### src/rtl/synth_reg_tx.sv
// Host-side nibble-serial register-write transmitter.
// Buffers (addr, data) requests in a small FIFO and sends each as a frame of
// three nibbles (addr, data[7:4], data[3:0]), each held HOLD cycles, followed
// by one idle gap cycle.
module synth_reg_tx #(
    parameter int DEPTH = 4,
    parameter int HOLD  = 2
) (
    input  logic                       clk,
    input  logic                       rst_n,
    input  logic                       in_valid,
    output logic                       in_ready,
    input  logic [3:0]                 in_addr,
    input  logic [7:0]                 in_data,
    output logic [3:0]                 tx_nibble,
    output logic                       tx_strobe,
    output logic                       tx_first,
    output logic                       busy,
    output logic [$clog2(DEPTH):0]     level
);

    localparam int PW = (DEPTH > 1) ? $clog2(DEPTH) : 1;
    localparam int LW = $clog2(DEPTH) + 1;
    localparam int CW = (HOLD > 1) ? $clog2(HOLD) : 1;

    typedef enum logic [2:0] {
        S_IDLE,
        S_ADDR,
        S_DHI,
        S_DLO,
        S_GAP
    } state_t;

    state_t          state_q, state_d;
    logic [CW-1:0]   cnt_q, cnt_d;
    logic [11:0]     frame_q, frame_d;
    logic [11:0]     mem_q [DEPTH];
    logic [11:0]     mem_d [DEPTH];
    logic [PW-1:0]   wr_ptr_q, wr_ptr_d;
    logic [PW-1:0]   rd_ptr_q, rd_ptr_d;
    logic [LW-1:0]   level_q, level_d;

    logic            push;
    logic            pop;

    assign in_ready = (level_q != LW'(DEPTH));
    assign push     = in_valid && in_ready;
    assign level    = level_q;
    assign busy     = (state_q != S_IDLE) || (level_q != '0);

    // FIFO storage, pointers and occupancy
    always_comb begin
        mem_d    = mem_q;
        wr_ptr_d = wr_ptr_q;
        rd_ptr_d = rd_ptr_q;
        level_d  = level_q;
        if (push) begin
            mem_d[wr_ptr_q] = {in_addr, in_data};
            wr_ptr_d        = wr_ptr_q + 1'b1;
        end
        if (pop) begin
            rd_ptr_d = rd_ptr_q + 1'b1;
        end
        case ({push, pop})
            2'b10:   level_d = level_q + LW'(1);
            2'b01:   level_d = level_q - LW'(1);
            default: level_d = level_q;
        endcase
    end

    // Frame sequencer: loads the FIFO head in IDLE/GAP, steps nibbles every HOLD cycles
    always_comb begin
        state_d = state_q;
        cnt_d   = cnt_q;
        frame_d = frame_q;
        pop     = 1'b0;
        case (state_q)
            S_IDLE, S_GAP: begin
                if (level_q != '0) begin
                    pop     = 1'b1;
                    frame_d = mem_q[rd_ptr_q];
                    cnt_d   = '0;
                    state_d = S_ADDR;
                end else begin
                    state_d = S_IDLE;
                end
            end
            S_ADDR, S_DHI, S_DLO: begin
                if (cnt_q == CW'(HOLD - 1)) begin
                    cnt_d = '0;
                    case (state_q)
                        S_ADDR:  state_d = S_DHI;
                        S_DHI:   state_d = S_DLO;
                        default: state_d = S_GAP;
                    endcase
                end else begin
                    cnt_d = cnt_q + 1'b1;
                end
            end
            default: state_d = S_IDLE;
        endcase
    end

    // Bus decode from registered state and frame only
    always_comb begin
        tx_nibble = '0;
        tx_strobe = 1'b0;
        tx_first  = 1'b0;
        case (state_q)
            S_ADDR: begin
                tx_nibble = frame_q[11:8];
                tx_strobe = (cnt_q == '0);
                tx_first  = 1'b1;
            end
            S_DHI: begin
                tx_nibble = frame_q[7:4];
                tx_strobe = (cnt_q == '0);
            end
            S_DLO: begin
                tx_nibble = frame_q[3:0];
                tx_strobe = (cnt_q == '0);
            end
            default: ;
        endcase
    end

    // State registers with asynchronous clear
    always_ff @(posedge clk or negedge rst_n) begin
        if (!rst_n) begin
            state_q  <= S_IDLE;
            cnt_q    <= '0;
            frame_q  <= '0;
            mem_q    <= '{default: '0};
            wr_ptr_q <= '0;
            rd_ptr_q <= '0;
            level_q  <= '0;
        end else begin
            state_q  <= state_d;
            cnt_q    <= cnt_d;
            frame_q  <= frame_d;
            mem_q    <= mem_d;
            wr_ptr_q <= wr_ptr_d;
            rd_ptr_q <= rd_ptr_d;
            level_q  <= level_d;
        end
    end

endmodule

### config.mk
export PLATFORM = sky130hd
export DESIGN_NAME = synth_reg_tx
export DESIGN_NICKNAME = d
export VERILOG_FILES = /design/src/rtl/synth_reg_tx.sv
export SDC_FILE = /design/constraint.sdc
export NUM_CORES = 1
export LEC_CHECK = 0
export BUFFER_PORTS_ARGS = -buffer_cell sky130_fd_sc_hd__buf_2
export CAP_MARGIN = 20
export CORE_ASPECT_RATIO = 0.75
export CORE_MARGIN = 2
export CORE_UTILIZATION = 55
export CTS_CLUSTER_SIZE = 14
export DETAILED_ROUTE_END_ITERATION = 8
export PLACE_DENSITY = 0.74
export RECOVER_POWER = 100
export SETUP_SLACK_MARGIN = 0.4
export SYNTH_ARGS = -nofsm -noshare
export SYNTH_HDL_FRONTEND = slang
export SYNTH_SLANG_ARGS = --single-unit
### constraint.sdc
create_clock -name clk -period 3.3 [get_ports clk]
set_input_delay 0.33 -clock clk [delete_from_list [all_inputs] [get_ports clk]]
set_output_delay 0.33 -clock clk [all_outputs]
set_load 0.005 [all_outputs]
Word level (Yosys, flattened, before mapping) --
Index checks and enable logic that the tools add are counted.
Storage, ports and cells: register bits after elaboration 71, input port bits 15, output and inout bits 11
Operators by class: add/subtract/negate cells 5, order comparisons 3, equality and inequality tests 9, mux-type cells 19, bitwise logic cells 3, reduce and logical (&&, ||, !) cells 12
Operators with widths (number):
- bitwise mux 48 bit | 1
- 2-to-1 mux 12 bit | 3
- binary-select mux 12 bit (select 2 bit) | 1
- demux 12 bit (select 2 bit) | 1
- case mux 3 bit (2 select lines) | 3
- case mux 4 bit (3 select lines) | 1
- 2-to-1 mux 1 bit | 7
- == test 3 x 2 -> 1 bit (second input constant) | 2
- greater-or-equal comparator 3 bit (second input constant) | 2
- inverter 2 -> 3 bit | 2
- nonzero test 3 bit | 2
- adder 2 x 1 -> 2 bit (second input constant) | 2
- AND reduction 2 bit | 2
- nonzero test 2 bit | 2
- adder 3 x 1 -> 3 bit (second input constant) | 1
- == test 3 x 1 -> 1 bit (second input constant) | 1
- == test 3 bit (second input constant) | 1
- logical NOT 3 bit | 1
- < comparator 3 x 1 -> 1 bit (second input constant) | 1
- 2-to-1 mux 3 bit | 1
- != test 3 bit (second input constant) | 1
- OR reduction 3 bit | 1
- subtractor 3 x 1 -> 3 bit (second input constant) | 1
- == test 2 x 1 -> 1 bit (second input constant) | 1
- 9 further kinds | 10

Depth between registers and ports, before layout --
depth in word-level cells 6, depth in mapped cells 11, gate-level depth less buffers 9

Least setup slack after synthesis --
Ideal clock, no wire load.
kind reg-to-reg, from register state_q[1], to register level_q[2] (netlist: level[2]), data arrival time 2.052 ns, data required time 3.221 ns, slack 1.168 ns, cell stages (with the launch flop) 12, path buffers 2, clock period less this slack 2.132 ns, cell sequence dfrtp_1 -> clkbuf_1 -> nor2_1 -> nand2_2 -> inv_2 -> buf_6 -> ha_1 -> inv_1 -> fa_1 -> xor2_1 -> nor2_1 -> xor2_1
Between the ends: cells in the longest elaborated chain, start to end 5
Ends and longest elaborated chain:
- start, declared | line 34 | state_t state_q, state_d;
- start signal, assigned | line 138 | state_q <= state_d;
- == test 3 bit / logical NOT 3 bit (equally long branches) | line 77 | case (state_q)
- OR reduction 2 bit (*) | line 77
- 2-to-1 mux 1 bit (*) | line 77
- == test 2 x 1 -> 1 bit / == test 2 bit (equally long branches) | line 64 | case ({push, pop})
- case mux 3 bit (2 select lines) / nonzero test 2 bit (equally long branches)
- end signal, assigned | line 144 | level_q <= level_d;
- end, declared | line 41 | logic [LW-1:0] level_q, level_d;
Every way passes the cells marked *; elsewhere a longest branch is shown, timed or not. A chain may end at the register's enable or synchronous reset.

Final worst setup path --
Same ends and word-level chain as after synthesis.

==> key figures <==
Clocking
  – Clock root cell: clkbuf_8
  – Maximum clock insertion buffer count: 2
  – CTS H-tree lvls: 3
  – CTS Hold Bufs: 0
  – Reg clk slew, reported paths: 0.07 ns
  – Clock sinks: 71
  – CTS resizes: 0
  – Clk_lat worst skew: 0.34 ns
  – CTS Buf Count: 9
  – Post-CTS setup buffer count: 0
  – CTS tree: done

Worst setup path
  – Bufs and invs on worst path: 2
  – Crit path kind: reg -> reg
  – RR Endpoint: level[2]$_DFFE_PN0P_
  – Arr. time, crit path: 2.78 ns
  – Critical Path Source Type: flip-flop
  – Critical Path Sink: level[2]$_DFFE_PN0P_
  – Slowest cell on the critical path: dfrtp_1
  – Critical path depth: 9
  – Worst r2r src: state_q[1]$_DFFE_PN0N_
  – R2R Setup Slk: 0.78 ns
  – Crit-path max cell delay: 0.49 ns
  – CP startpoint: state_q[1]$_DFFE_PN0N_
  – Worst Path Required: 3.57 ns
  – Worst Reg2Reg Path Length in Cells: 9
  – Family with the most delay on the worst path: adder cells
  – Crit path cell chain: nor2_1, nand2_1, inv_1, ha_1, inv_1, fa_1, xor2_1, nor2_1, xor2_1
  – Worst Path Max Fanout: 14
  – CP endpoint kind: flip-flop

Timing
  – TNS Setup: 0 ns
  – Final Hold Fails: 0
  – Unrepaired setup endpoints after global routing: no
  – Final setup viols: 0
  – Slew HR: -13.75%
  – Min Tclk post-route: 2.517 ns
  – Final Cycle Share: 76.27%
  – Fmax: 397.3 MHz
  – Number of max-slew violations in the final report: 72
  – Clock skew: 0.008739 ns
  – Final setup margin: 0.7831 ns
  – Worst-Margin Slew: 1.706 ns

Die
  – Io pins: 26
  – Initial Util: 56.55%
  – Row cnt: 24
  – Die width: 92.91 µm
  – Die area: 6567 µm²
  – Die Y: 70.68 µm
  – Core area: 5766 µm²

Synth
  – Mux share of post-synthesis cell area: 32.19%
  – Syn_nets: 232
  – Mapped Cells: 211
  – Most common cell in the synthesized netlist: dfrtp_1
  – EDFF count, synth: 0
  – Seq cells post-synth: 71
  – Mean Syn Cell Area: 15.45 µm²
  – Cell variety after synth: 31
  – Adder-cell share of the synthesized area: 2.533%
  – Post-Syn Area: 3261 µm²
  – Commonest cells post-synth: dfrtp_1, mux2_2, mux4_2
  – Synth Area in Compound Gates: 1.612%
  – Sequential fraction of the synthesis area: 54.49%
  – Primary FF master, synth: dfrtp_1
  – Synth top area share: 54.49%
  – Synth area leaders: dfrtp_1, mux2_2, mux4_2, mux2_4, ha_1
  – Simple-gate share of the synthesized area: 3.837%
  – Area leader, netlist: dfrtp_1
  – Yosys warns: 0
  – Largest family of logic cells by synthesized area: multiplexers
  – Xor/xnor cell area share of the yosys netlist: 1.880%
  – Ys async rst share: 100.0%

Place
  – PortBufs: 25
  – Placer Congestion: 0.7788
  – Place WS: 0.9934 ns
  – Final HPWL DP: 3547 µm

Hold path
  – Hold WC Path Type: in -> reg
  – HP Start: in_data[7]
  – Hold Crit Depth: 2

GRT
  – Total global routing track utilization: 19.65%
  – Vias in the first global route: 1,858
  – First-pass GRT wire length: 9591 µm
  – Grt ovf: 0
  – Initial antenna violation count: 0
  – Largest net degree at the start of global routing: 72

Cells and area
  – Area growth from synthesis to layout: 8.442%
  – Share of layout cells above drive strength 1: 41.49%
  – ANT cells: 0
  – Final layout net count: 257

Power
  – Pwr/cell area: 1064 nW/µm²
  – Worst VDD drop: 0.4550 mV
  – Static leakage: 0.001539 µW

Detailed routing
  – DRC: 0
  – Final WL: 5594 µm
  – DRT iter0 DRCs: 74
  – Detailed Routing Iterations Pass 1: 4
  – Drt wl/cell: 17.54 µm
  – Post-route ant nets: 0
  – Routed vias/inst: 5.533
  – Vias post-DR: 1,765

Status
  – Status: complete, but fails checks
  – Failing checks: max-capacitance violations, max-slew violations

Job
  – Max-cap violations: 1
final cells by class:
cell class                 count  area, µm²
fill                         467       2230
sequential                    71       1777
multi-input combinational    122       1326
clock buffer                  13      148.9
timing repair buffer          26      121.4
tap                           78      97.59
clock inverter                 3      42.54
inverter                       6      22.52
worst min path at each step:
stage                                 end  slack [ns]
floorplan               cnt_q$_DFFE_PN0P_        0.03
finish               mem_q[7]$_DFFE_PN0P_        0.25
detailed placement  mem_q[18]$_DFFE_PN0P_        0.49
global route         mem_q[9]$_DFFE_PN0P_        0.24
global placement    mem_q[24]$_DFFE_PN0P_        0.48
CTS                 mem_q[46]$_DFFE_PN0P_        0.22
metal layers:
metal	track usage, %	routed length (µm)	up-vias	share of wire (%)
met2	27.29	2436	29	44
met4	5.392	84	0	1.5
met3	7.242	223	8	4.0
li1	-	-	808	-
met1	29.56	2850	920	51
met5	0	0	-	0
power breakdown:
part	internal, µW	switching (µW)	leakage, µW
clock network	370	304	0.0000936
registers	1330	358	0.000845
logic	873	530	0.000600
sequential cells by signal (all words and copies together), names as in the netlist:
register / cells
cnt_q: 1
wr_ptr_q: 2
level: 3
rd_ptr_q: 2
frame_q: 12
mem_q: 48
state_q: 3
cells in the final DEF (no fill, tap or decap), types with 2 or more instances in the layout:
cell type,n
o21ai_0,3
nor2_1,7
xor2_1,3
mux4_2,12
nand2_1,4
clkbuf_8,10
a22oi_1,4
nand3_1,4
xnor2_1,4
buf_2,17
clkbuf_2,2
dfrtp_1,71
clkbuf_1,10
inv_1,6
ha_1,5
mux2_2,55
nor3b_1,2
mux2_1,10
kinds of logic (layout without fill, tap and decap cells):
logic type,Yosys count,after routing
flops,71,71
buf+inv,18,48
xor+xnor,7,7
mux,78,78
fa+ha+maj,6,6
compound gates,8,8
simple gates,23,23
stage by stage:
| stage | area (µm²) | utilization, % | instances | hold slack (ns) | total power [µW] |
|---|---|---|---|---|---|
| floorplan | 3261 | - | 211 | 0.03441 | 2861 |
| global placement | 3401 | 58.98 | 303 | 0.4820 | 3146 |
| detailed placement | 3401 | 58.98 | 303 | 0.4889 | 3207 |
| CTS | 3592 | 62.30 | 319 | 0.2197 | 3895 |
| global route | 3536 | 61.33 | 319 | 0.2407 | 4039 |
| finish | 3536 | 61.33 | 319 | 0.2499 | 3761 |
worst register-to-register path, delay by kind of cell (launching register included):
kind / cells / cell delay (ns)
XOR/XNOR: 2 / 0.30
adder cells (fa/ha/maj): 2 / 0.66
buffers and inverters: 2 / 0.48
flip-flops: 1 / 0.49
AND/OR/NAND/NOR: 3 / 0.52
Note: power is estimated with default switching activity, not from simulation.
